`config.mk`:
```
export PLATFORM = sky130hd
export DESIGN_NAME = upsp_ac_rbuf
export DESIGN_NICKNAME = d
export VERILOG_FILES = /design/src/rtl/upsp_ac_rbuf.sv
export SDC_FILE = /design/constraint.sdc
export NUM_CORES = 1
export LEC_CHECK = 0
export ABC_AREA = 0
export CORE_ASPECT_RATIO = 1.4
export CORE_MARGIN = 5
export CORE_UTILIZATION = 50
export DETAILED_ROUTE_END_ITERATION = 10
export PLACE_DENSITY_LB_ADDON = 0.12
export SYNTH_ARGS = -nofsm -noshare
export SYNTH_HDL_FRONTEND = slang
export SYNTH_SLANG_ARGS = --single-unit
```
`constraint.sdc`:
```
create_clock -name clk -period 14.88 [get_ports clk]
set_input_delay 3.72 -clock clk [delete_from_list [all_inputs] [get_ports clk]]
set_output_delay 3.72 -clock clk [all_outputs]
set_load 0.01 [all_outputs]
```
`src/rtl/upsp_ac_rbuf.sv`:
```
// Read-side buffer from access-control to the up-sampling core: fetches pixels UPSTR..UPENDR into a FIFO.
// Define UPSP_RBUF_LAST_EN to add a per-entry upsp_rlast flag marking the final pixel of the window.
module upsp_ac_rbuf #(
  parameter int CRF_DATA_WIDTH  = 32,
  parameter int UPSP_DATA_WIDTH = 24,
  parameter int DEPTH           = 8
) (
  input  logic                         clk,
  input  logic                         rst_n,
  input  logic [CRF_DATA_WIDTH-1:0]    UPSTR,
  input  logic [CRF_DATA_WIDTH-1:0]    UPENDR,
  input  logic                         start,
  input  logic                         ac_upsp_rvalid,
  input  logic [UPSP_DATA_WIDTH-1:0]   ac_upsp_rdata,
  output logic                         upsp_ac_rready,
  output logic                         upsp_rvalid,
  output logic [UPSP_DATA_WIDTH-1:0]   upsp_rdata,
  input  logic                         upsp_rready,
  output logic                         busy,
  output logic                         done,
  output logic                         err,
  output logic [$clog2(DEPTH+1)-1:0]   level,
`ifdef UPSP_RBUF_LAST_EN
  output logic                         upsp_rlast,
`endif
  output logic [1:0]                   dbg_state
);

  // Handshakes: a beat moves on a channel in the cycle where valid && ready at the rising edge;
  // valid never waits on ready, and upsp_rvalid/upsp_rdata hold steady until the beat is taken.

  localparam int LW = $clog2(DEPTH+1);
  localparam int PW = $clog2(DEPTH);
  localparam int CW = CRF_DATA_WIDTH;
  localparam logic [LW-1:0] DEPTH_L = LW'(DEPTH);

  typedef enum logic [1:0] {ST_IDLE, ST_RUN, ST_DRAIN, ST_DONE} state_t;

  state_t               state_q, state_d;
  logic [CW-1:0]        total_q, total_d;
  logic [CW-1:0]        acc_cnt_q, acc_cnt_d;
  logic [CW-1:0]        dlv_cnt_q, dlv_cnt_d;
  logic [PW-1:0]        wptr_q, rptr_q;
  logic [LW-1:0]        level_q, level_d;
  logic                 err_q, err_d;
  logic [UPSP_DATA_WIDTH-1:0] mem_q [DEPTH];
  logic                 accept, deliver;

  // rready depends only on registered state, never on ac_upsp_rvalid.
  assign upsp_ac_rready = (state_q == ST_RUN) && (level_q < DEPTH_L) && (acc_cnt_q < total_q);
  assign accept         = ac_upsp_rvalid && upsp_ac_rready;
  assign upsp_rvalid    = (level_q != '0);
  assign deliver        = upsp_rvalid && upsp_rready;
  assign upsp_rdata     = upsp_rvalid ? mem_q[rptr_q] : '0;
  assign busy           = (state_q == ST_RUN) || (state_q == ST_DRAIN);
  assign done           = (state_q == ST_DONE);
  assign err            = err_q;
  assign level          = level_q;
  assign dbg_state      = state_q;

  always_comb begin
    state_d   = state_q;
    total_d   = total_q;
    acc_cnt_d = accept  ? acc_cnt_q + CW'(1) : acc_cnt_q;
    dlv_cnt_d = deliver ? dlv_cnt_q + CW'(1) : dlv_cnt_q;
    err_d     = 1'b0;
    case (state_q)
      ST_IDLE: begin
        if (start) begin
          if (UPENDR >= UPSTR) begin
            total_d   = UPENDR - UPSTR + CW'(1);
            acc_cnt_d = '0;
            dlv_cnt_d = '0;
            state_d   = ST_RUN;
          end else begin
            err_d = 1'b1;
          end
        end
      end
      ST_RUN:   if (accept && (acc_cnt_q + CW'(1) == total_q)) state_d = ST_DRAIN;
      ST_DRAIN: if (deliver && (dlv_cnt_q + CW'(1) == total_q)) state_d = ST_DONE;
      ST_DONE:  state_d = ST_IDLE;
      default:  state_d = ST_IDLE;
    endcase
  end

  always_comb begin
    level_d = level_q;
    case ({accept, deliver})
      2'b10:   level_d = level_q + LW'(1);
      2'b01:   level_d = level_q - LW'(1);
      default: level_d = level_q;
    endcase
  end

  always_ff @(posedge clk or negedge rst_n) begin
    if (!rst_n) begin
      state_q   <= ST_IDLE;
      total_q   <= '0;
      acc_cnt_q <= '0;
      dlv_cnt_q <= '0;
      wptr_q    <= '0;
      rptr_q    <= '0;
      level_q   <= '0;
      err_q     <= 1'b0;
    end else begin
      state_q   <= state_d;
      total_q   <= total_d;
      acc_cnt_q <= acc_cnt_d;
      dlv_cnt_q <= dlv_cnt_d;
      level_q   <= level_d;
      err_q     <= err_d;
      if (accept)  wptr_q <= wptr_q + PW'(1);
      if (deliver) rptr_q <= rptr_q + PW'(1);
    end
  end

  // Storage is not reset; read data is masked to zero whenever the FIFO is empty.
  always_ff @(posedge clk) begin
    if (accept) mem_q[wptr_q] <= ac_upsp_rdata;
  end

`ifdef UPSP_RBUF_LAST_EN
  logic last_mem_q [DEPTH];

  always_ff @(posedge clk) begin
    if (accept) last_mem_q[wptr_q] <= (acc_cnt_q + CW'(1) == total_q);
  end

  assign upsp_rlast = upsp_rvalid ? last_mem_q[rptr_q] : 1'b0;
`endif

endmodule

```
# Word-level counts from Yosys, hierarchy flattened
# Memories as Yosys holds them, arrays and structs flattened.
# Index checks and enable logic that the tools add are counted.
totals:
  reg_bits: 109
  word_cells: 63
  mem_bits_rw: 192
  in_bits: 93
  mem_count: 1
  out_inout_bits: 35
mem_list:
  columns: ["memory", "depth", "word_bits", "read_ports", "rd_ports_with_merged_regs", "write_ports", "line_no", "source"]
  rows:
  - ["mem_q", 8, 24, 1, 0, 1, "46", "logic [UPSP_DATA_WIDTH-1:0] mem_q [DEPTH];"]
classes:
  magnitude_cmp: 3
  add_sub_neg: 8
  n_reduce_logical: 12
  n_mux: 20
  eq_ne: 11
op_table:
  columns: ["op", "count"]
  rows:
  - ["$mux 32", 8]
  - ["$add 32x1->32 const B", 3]
  - ["$eq 32x32->1", 2]
  - ["$ge 32x32->1", 1]
  - ["$lt 32x32->1", 1]
  - ["$sub 32x32->32", 1]
  - ["$mux 24", 1]
  - ["$mux 2", 4]
  - ["$pmux 2 s4", 1]
  - ["$pmux 4 s2", 1]
  - ["$add 3x1->3 const B", 2]
  - ["$eq 2x2->1 const B", 3]
  - ["$logic_and 1x1->1", 6]
  - ["$mux 1", 5]
  - ["$add 4x1->4 const B", 1]
  - ["$eq 2x1->1 const B", 2]
  - ["$lt 4x4->1 const B", 1]
  - ["$ne 2x1->1 const B", 2]
  - ["$ne 2x2->1 const B", 2]
  - ["$reduce_and 4->1", 1]
  - ["$reduce_bool 4->1", 1]
  - ["$sub 4x1->4 const B", 1]
  - ["$reduce_and 3->1", 1]
  - ["$logic_not 2->1", 1]
  - ["2 further kinds", 2]

# Longest topological paths before layout
# Gate-level depths: netlist of run 1.
depth:
  word_depth: 8
  ltp_mapped: 18
  depth_no_buf: 16

# Worst setup path before layout of run 1
# OpenSTA, ideal clock, no wires.
synth_path:
  path_kind: "input to register"
  from: "input port ac_upsp_rvalid"
  to: "memory mem_q[2][0], enable pin"
  t_arrival_ns: 6.846
  setup_time_ns: 0.474
  path_buffers: 2
  t_required_ns: 14.406
  slack_ns: 7.559
  stages: 4
  path_cell_list: "nand2_1 -> clkbuf_1 -> buf_1 -> nor4b_1"
synth_via:
  elab_chain_cells: 3
synth_rtl:
  columns: ["item", "line_no", "source"]
  rows:
  - ["from (decl)", "13", "input logic ac_upsp_rvalid,"]
  - ["$logic_and 1x1->1", "51", "assign accept = ac_upsp_rvalid && upsp_ac_rready;"]
  - ["$mux 1", "120", "if (accept) mem_q[wptr_q] <= ac_upsp_rdata;"]
  - ["$mux 1 (not written as such)", "120", null]
  - ["to (decl)", "46", null]
# Every way passes these cells.

# Worst setup path after layout of run 1
layout_path:
  from: "register total_q[26]"
  to: "output port upsp_ac_rready"
layout_via:
  elab_chain_cells: 2
layout_rtl:
  columns: ["item", "line_no", "source"]
  rows:
  - ["from (decl)", "40", "logic [CW-1:0] total_q, total_d;"]
  - ["from (signal assigned)", "108", "total_q <= total_d;"]
  - ["$lt 32x32->1", "50", "assign upsp_ac_rready = (state_q == ST_RUN) && (level_q < DEPTH_L) && (acc_cnt_q < total_q);"]
  - ["$logic_and 1x1->1", "50", null]
  - ["to (decl)", "15", "output logic upsp_ac_rready,"]
# Every way passes these cells.

==> results of run 1 <==
-- state kept, by name (all words and copies together), names as in the netlist --
signal and cells:
acc_cnt_q 32, dbg_state 2, dlv_cnt_q 32, err 1, level 4, mem_q 192
rptr_q 3, total_q 32, wptr_q 3
-- final cells by class --
class | count | area [µm²] | share of cell area, %
Clock buffer | 36 | 772 | 3.81
Inverter | 121 | 454 | 2.24
Multi-Input combinational cell | 1079 | 8460 | 41.8
Timing Repair Buffer | 145 | 1400 | 6.93
Tap cell | 456 | 571 | 2.82
Sequential cell | 301 | 8500 | 42.0
Clock inverter | 16 | 95.1 | 0.470
-- final timing paths --
kind | depth (start not counted) | to | startpoint | slack, ns
setup / recovery | 8 | upsp_ac_rready | total_q[26] | 7.43
hold / removal | 1 | rptr_q[2] | rptr_q[2] | 0.47
setup reg to reg | 16 | level[3] | total_q[26] | 10.21
hold reg to reg | 1 | rptr_q[2] | rptr_q[2] | 0.47
max in group asynchronous | 2 | rptr_q[1] | rst_n | 10.39
min in group asynchronous | 1 | total_q[2] | rst_n | 3.20
-- kinds of logic (layout without fill, tap and decap cells) --
group                      Yosys count  count (layout)  synth area share, %
and+or+nand+nor                    487             487                 13.6
DFF                                301             301                 48.2
AOI/OAI and AO/OA                  209             209                 7.59
buffers and inverters              188             318                 4.10
xor gates and xnor gates           178             178                 8.85
adders and majority gates          125             125                 9.61
muxes                               80              80                 7.98
-- layout by cell type (no fill, tap or decap), drive strengths merged, types with 41 or more instances in the layout --
cell type | Yosys | routed
a21oi | 58 | 58
clkdlybuf4s50 | 0 | 126
dfrtp | 109 | 109
edfxtp | 192 | 192
ha | 108 | 108
inv | 121 | 125
mux4 | 48 | 48
nand2 | 106 | 106
nand3 | 41 | 41
nor2 | 159 | 159
o21ai | 59 | 59
xnor2 | 108 | 108
xor2 | 70 | 70
-- stage by stage --
| stage | power, W | hold slack [ns] |
|---|---|---|
| 2_1_floorplan | 0.00183 | 0.493 |
| 3_5_place_dp | 0.00224 | 0.467 |
| 4_1_cts | 0.00293 | 0.479 |
| 6_report | 0.00289 | 0.470 |
| 3_3_place_gp | 0.00222 | 0.462 |
| 5_1_grt | 0.00308 | 0.517 |
-- power groups by stage --
stage                     Clock, W  Sequential, W  Combinational (W)
final                     0.000677        0.00111            0.00110
after global routing      0.000729        0.00113            0.00122
after CTS                 0.000696        0.00111            0.00112
after detailed placement         0        0.00113            0.00111
after global placement           0        0.00113            0.00110
after floorplan                  0        0.00106           0.000771
-- layer usage --
metal | up-vias | share of wire [%]
li1 | 5817 | -
met1 | 5885 | 39
met2 | 275 | 52
met3 | 90 | 3.9
met4 | 0 | 4.5
met5 | - | 0
==> run summary, run 1 <==
status: finished clean
top achievable clock speed: 134 MHz
Synth cell types: 75
power per cell area: 143 nW/µm²
vias in the first global route: 12500
worst vdd ir: 0.104 mV
root cell of the clock tree: clkbuf_16
CTS HTree Levels: 1
cell area after layout: 20200 µm²
clock sinks: 301
DRC: 0
P_sw: 0.000992 W
Critical Path, Cell by Cell: inv_1 -> ha_1 -> nand4_1 -> nor4_1 -> a22oi_1 -> and4_1 -> o21a_1 -> clkdlybuf4s50_1
worst slack at placement: 7.23 ns
Slew @ Worst Pin: 0.996 ns
GR Util met2: 37.4%
Comb power frac: 38.0%
largest net degree at the start of global routing: 95
share of flip-flops with an asynchronous set or reset: 36.2%
drt via density: 5.60
Placement Cell Area: 19400 µm²
RSZ-0062 raised after global routing: false
family with the most delay on the worst path: simple AND/OR/NAND/NOR gates
Final Skew: 0.00957 ns
M3 GR Usage: 2.03%
die height: 232 µm
Total GRT Usage: 20.2%
worst setup margin: 7.43 ns
sequential share of power: 38.6%
Post-CTS Hold Buffers: 0
met1 usage: 23.7%
crit-path max cell delay: 0.78 ns
CP arrival: 3.73 ns
Yosys warning total: 0
net switching share of the total power: 34.3%
Worst-path clk slew: 0.06 ns
# rows: 81
CP Data Required Time: 11.16 ns
gr ovfl total: 0
initial drt markers: 684
post-route insts no fill: 2154
Clock Power Share: 23.4%
RePlAce Congestion: 0.894
fin util: 58.1%
Post-synth EDFFs: 192
area grow syn2layout: 15.0%
Avg WL per Cell: 18.2 µm
hold crit path type: flip-flop to flip-flop
Final Hold Vio Count: 0
Worst path slowest cell: nor4_1
DPL Wire Length: 28100 µm
Final Slew Violations: 0
Avg Synthesized Cell Area: 11.2 µm²
ant diodes: 0
Post-Syn Instances: 1568
CTS Buf Count: 28
CP Launch Type: flip-flop
most instantiated cells after synthesis: edfxtp_1, nor2_1, inv_1, dfrtp_1
critical path fanouts, max: 7
initial antenna violation count: 0
setup_tns: 0 ns
post-synth top area cell: edfxtp_1
Die X: 169 µm
Rel. slew slack: 33.6%
Longest Clk Path Bufs: 3
syn_nets: 1786
crit path capture type: output port
fill count: 3039
Routed Wire Length: 39200 µm
sequential area share after synthesis: 48.2%
Internal: 0.00190 W
I/O Buffers: 127
top post-synthesis cells by area: edfxtp_1, dfrtp_1, ha_1
Top FF cell, synth: edfxtp_1
worst skew pair latency: 0.55 ns
gr busiest metal: met2
most common cell in the netlist: edfxtp_1
nets@finish: 1894
area share of the largest cell type after synthesis: 32.7%
starting density of the core: 50.5%
Post-CTS Setup Inserts: 0
first-pass GRT wire length: 64100 µm
Buf/Inv on CP: 2
detailed-route via count: 12100
clock period minus worst slack: 7.45 ns
cell area after synthesis: 17600 µm²
full die area: 39100 µm²
final period utilization: 50.1%
Max-Cap Viols: 0
Worst Setup Path Type: flip-flop to output port
final setup vio count: 0
Routed Antenna Nets: 0
Leak: 7.94 nW
Top Ports: 128
Core Region: 34900 µm²
layout cells sized above 1: 8.24%
drt first pass iters: 4
Placed Cells: 2102
CTS tree: yes
# resized after CTS: 0
post-synthesis register bit count: 301
No activity file was read; power rests on OpenSTA's default activity.
==> run 2: changes to the inputs <==
clock period = 6.7 ns   (was 14.88 ns; I/O delays follow)
==> run 2 against run 1 <==
Effect of this change: cell count about the same; critical endpoint unchanged; via count decreased by 0.76%; hold slack got worse by 0.0059 ns; clock power increased by 150%; wire length increased by 2.2%; global-route usage increased by 0.32 points; power increased by 130%.
==> run summary, run 2 (synthesized netlist as in run 1, its figures left out) <==
initial antenna violation count: 0
Post-CTS Hold Buffers: 0
first-pass GRT wire length: 64500 µm
commonest non-fill, non-tap cell in the layout: edfxtp_1
CTS tree: yes
worst setup margin: 1.40 ns
CP arrival: 3.62 ns
Avg WL per Cell: 18.6 µm
Max-Cap Viols: 0
clock sinks: 301
CP Launch Type: flip-flop
root cell of the clock tree: clkbuf_16
Placement Cell Area: 19400 µm²
Slew @ Worst Pin: 0.982 ns
worst slack at placement: 1.10 ns
Die X: 169 µm
top achievable clock speed: 189 MHz
final setup vio count: 0
Biggest register: mem_q
CP Data Required Time: 5.03 ns
detailed-route via count: 12000
Final Skew: 0.0107 ns
Placed Cells: 2103
vias in the first global route: 12500
cell area after layout: 20400 µm²
critical path fanouts, max: 6
Post-CTS Setup Inserts: 0
overall power: 0.00661 W
Leak: 7.98 nW
die height: 232 µm
commonest cells after routing, fill and taps aside: edfxtp_1, nor2_1, clkdlybuf4s50_1
gr ovfl total: 0
Longest Clk Path Bufs: 3
Top Ports: 128
RSZ-0062 raised after global routing: false
largest net degree at the start of global routing: 60
power per cell area: 325 nW/µm²
Routed Antenna Nets: 0
starting density of the core: 50.5%
# rows: 81
full die area: 39100 µm²
crit path capture type: output port
nets@finish: 1894
worst skew pair latency: 0.54 ns
max FFs per register: 192
Core Region: 34900 µm²
hold crit path type: flip-flop to flip-flop
setup_tns: 0 ns
ant diodes: 0
Final Hold Vio Count: 0
Final Slew Violations: 0
Worst-path clk slew: 0.06 ns
# resized after CTS: 0
final period utilization: 79.1%
Total GRT Usage: 20.5%
Routed Wire Length: 40100 µm
CTS Buf Count: 27
drt first pass iters: 5
status: finished clean
DPL Wire Length: 28700 µm
Rel. slew slack: 34.5%
initial drt markers: 644
CTS HTree Levels: 1
area grow syn2layout: 15.6%
post-route insts no fill: 2152
Worst Setup Path Type: flip-flop to output port
clock period minus worst slack: 5.30 ns
worst vdd ir: 0.213 mV
I/O Buffers: 127
layout cells sized above 1: 8.49%
DRC: 0
drt via density: 5.56
RePlAce Congestion: 0.918
[run 2: changes by cell type in the layout (fill, tap and decap cells not counted), sizes merged]
cell and change:
clkbuf -5, clkinvlp +2, inv -2, buf +1
bufinv +6, clkinv -4
[run 2: critical path, stage by stage (launching register included)]
cell             delay (ns)
dfrtp_1                0.51
inv_1                  0.11
ha_1                   0.33
nand4_1                0.12
nor4_1                 0.68
a22oi_1                0.18
and4_1                 0.27
o21a_1                 0.30
clkdlybuf4s50_1        0.58
[run 2: per-stage QoR]
step | hold slack, ns | util [%]
after floorplan | 0.493 | -
after global placement | 0.455 | 55.6
after detailed placement | 0.459 | 55.6
after CTS | 0.468 | 58.4
after global routing | 0.481 | 58.4
final | 0.465 | 58.4
[run 2: layer usage]
layer | GRT usage, % | vias up | wire length (µm)
met2 | 39.5 | 225 | 21600
met1 | 23.5 | 5839 | 15800
met3 | 1.70 | 73 | 1160
met4 | 7.51 | 0 | 1490
li1 | - | 5838 | -
met5 | 0 | - | 0
[run 2: area by class of cell]
type                       count  area (µm²)
fill                        2977       14500
inverter                     121         454
multi-input combinational   1079        8460
clock inverter                18         258
sequential                   301        8500
timing repair buffer         146        1410
clock buffer                  31         711
tap                          456         571
[run 2: worst paths after layout]
path | startpoint | endpoint | slack (ns) | cells after the start
worst max-delay path | total_q[27] | upsp_ac_rready | 1.40 | 8
worst min-delay path | rptr_q[0] | rptr_q[0] | 0.46 | 1
worst max register to register | acc_cnt_q[3] | dbg_state[1] | 2.17 | 10
worst min register to register | rptr_q[0] | rptr_q[0] | 0.46 | 1
max in group asynchronous | rst_n | acc_cnt_q[10] | 4.28 | 2
min in group asynchronous | rst_n | acc_cnt_q[7] | 1.19 | 1
[run 2: where the power goes]
part / internal (W) / switching, W / leakage, nW
Sequential: 0.00217 / 0.000280 / 3.16
Combinational: 0.00122 / 0.00125 / 4.36
Clock: 0.000997 / 0.000687 / 0.465
==> run 3: changes to the inputs <==
clock period = 4.5 ns   (was 6.7 ns; I/O delays follow)
==> run 3 against run 2 <==
Effect of this change: clock power up 45%; worst setup slack worse by 1.3 ns; die area unchanged; critical path depth down 1; largest cell class unchanged; combinational power up 55%; critical endpoint unchanged; wire length up 1.5%; power up 51%; flip-flop and latch count unchanged; global-route usage up 0.37 points; clock skew up 0.0012 ns; non-clock buffer count up 56.
==> run summary, run 3 (synthesized netlist as in run 1, its figures left out) <==
status: finished clean
Placed Cells: 2159
Leak: 8.31 nW
Rel. slew slack: 27.8%
Biggest register: mem_q
nets@finish: 1951
commonest cells after routing, fill and taps aside: edfxtp_1, nor2_1, clkdlybuf4s50_1
DPL Wire Length: 29700 µm
max FFs per register: 192
CTS HTree Levels: 1
Final Skew: 0.0119 ns
root cell of the clock tree: clkbuf_16
clock sinks: 301
RePlAce Congestion: 0.914
Die X: 169 µm
hold slack: 0.475 ns
Post-CTS Hold Buffers: 0
Worst-path clk slew: 0.07 ns
fill count: 2927
gr ovfl total: 0
Hold Path Stages: 1
Worst Setup Path Type: flip-flop to output port
Final Hold Vio Count: 0
detailed-route via count: 12300
power per cell area: 477 nW/µm²
hold crit path type: flip-flop to flip-flop
CP Data Required Time: 3.38 ns
first-pass GRT wire length: 65800 µm
Top Ports: 128
post-route insts no fill: 2211
crit path capture type: output port
drt via density: 5.55
CTS tree: yes
cell area after layout: 20900 µm²
final period utilization: 97.1%
final setup vio count: 0
Routed Antenna Nets: 0
Longest Clk Path Bufs: 3
die height: 232 µm
Routed Wire Length: 40700 µm
commonest non-fill, non-tap cell in the layout: edfxtp_1
r2r worst-path depth: 10
top achievable clock speed: 229 MHz
layout cells sized above 1: 11.6%
worst vdd ir: 0.432 mV
area grow syn2layout: 18.7%
I/O Buffers: 127
fin util: 60.0%
initial drt markers: 651
Total GRT Usage: 20.9%
Avg WL per Cell: 18.4 µm
initial antenna violation count: 0
full die area: 39100 µm²
CTS Buf Count: 28
RSZ-0062 raised after global routing: false
# rows: 81
worst skew pair latency: 0.55 ns
largest net degree at the start of global routing: 52
DRC: 0
Slew @ Worst Pin: 1.08 ns
vias in the first global route: 12800
starting density of the core: 50.5%
Max-Cap Viols: 0
Placement Cell Area: 19900 µm²
ant diodes: 0
overall power: 0.00998 W
drt first pass iters: 5
Core Region: 34900 µm²
Final Slew Violations: 0
clock period minus worst slack: 4.37 ns
CP Launch Type: flip-flop
CP arrival: 3.25 ns
critical path fanouts, max: 10
==> run 3: final timing paths <==
| check | from | endpoint | slack (ns) |
|---|---|---|---|
| hold reg to reg | rptr_q[2] | rptr_q[2] | 0.47 |
| hold / removal | rptr_q[2] | rptr_q[2] | 0.47 |
| setup reg to reg | acc_cnt_q[13] | dbg_state[1] | 0.13 |
| setup / recovery | acc_cnt_q[7] | upsp_ac_rready | 0.13 |
| max in group asynchronous | rst_n | rptr_q[0] | 3.00 |
| min in group asynchronous | rst_n | acc_cnt_q[1] | 0.60 |
==> run 3: power breakdown <==
group / internal (W) / total [W] / switching [W] / leakage (nW)
sequential: 0.00324 / 0.00370 / 0.000462 / 3.16
clock: 0.00140 / 0.00243 / 0.00103 / 0.468
combinational: 0.00196 / 0.00384 / 0.00189 / 4.68
==> run 3: layout make-up <==
type / count / area [µm²] / share of cell area (%)
clock buffer: 39 / 823 / 3.94
sequential: 301 / 8500 / 40.6
inverter: 121 / 454 / 2.17
multi-input combinational: 1079 / 8480 / 40.6
timing repair buffer: 202 / 1940 / 9.30
clock inverter: 13 / 138 / 0.658
tap: 456 / 571 / 2.73
==> run 3: worst max-delay path: stages, from the launching register on <==
cell             delay, ns
dfrtp_1               0.53
ha_1                  0.29
or4_1                 0.54
nor2_1                0.10
o21ai_0               0.13
a31oi_1               0.24
o21a_2                0.28
clkdlybuf4s50_1       0.58
==> run 3: stage by stage <==
step	worst slack, ns	TNS, ns
2_1_floorplan	0.161	0
3_3_place_gp	-0.126	-0.576
3_5_place_dp	-0.240	-0.994
4_1_cts	0.0536	0
5_1_grt	0.00384	0
6_report	0.129	0
==> run 3: what timing repair did <==
action,4_1_cts,5_1_grt
endpoints found under the setup margin,1,1
pin swaps,0,0
resized for setup,1,1
setup buffers,0,0
hold endpoints to repair,0,0
==> run 3: routing by layer <==
layer,routed length [µm],GRT usage [%],up-vias
met3,1630,2.13,104
li1,-,-,5948
met1,15700,23.8,5934
met2,21400,39.3,290
met5,0,0,-
met4,1960,9.26,0
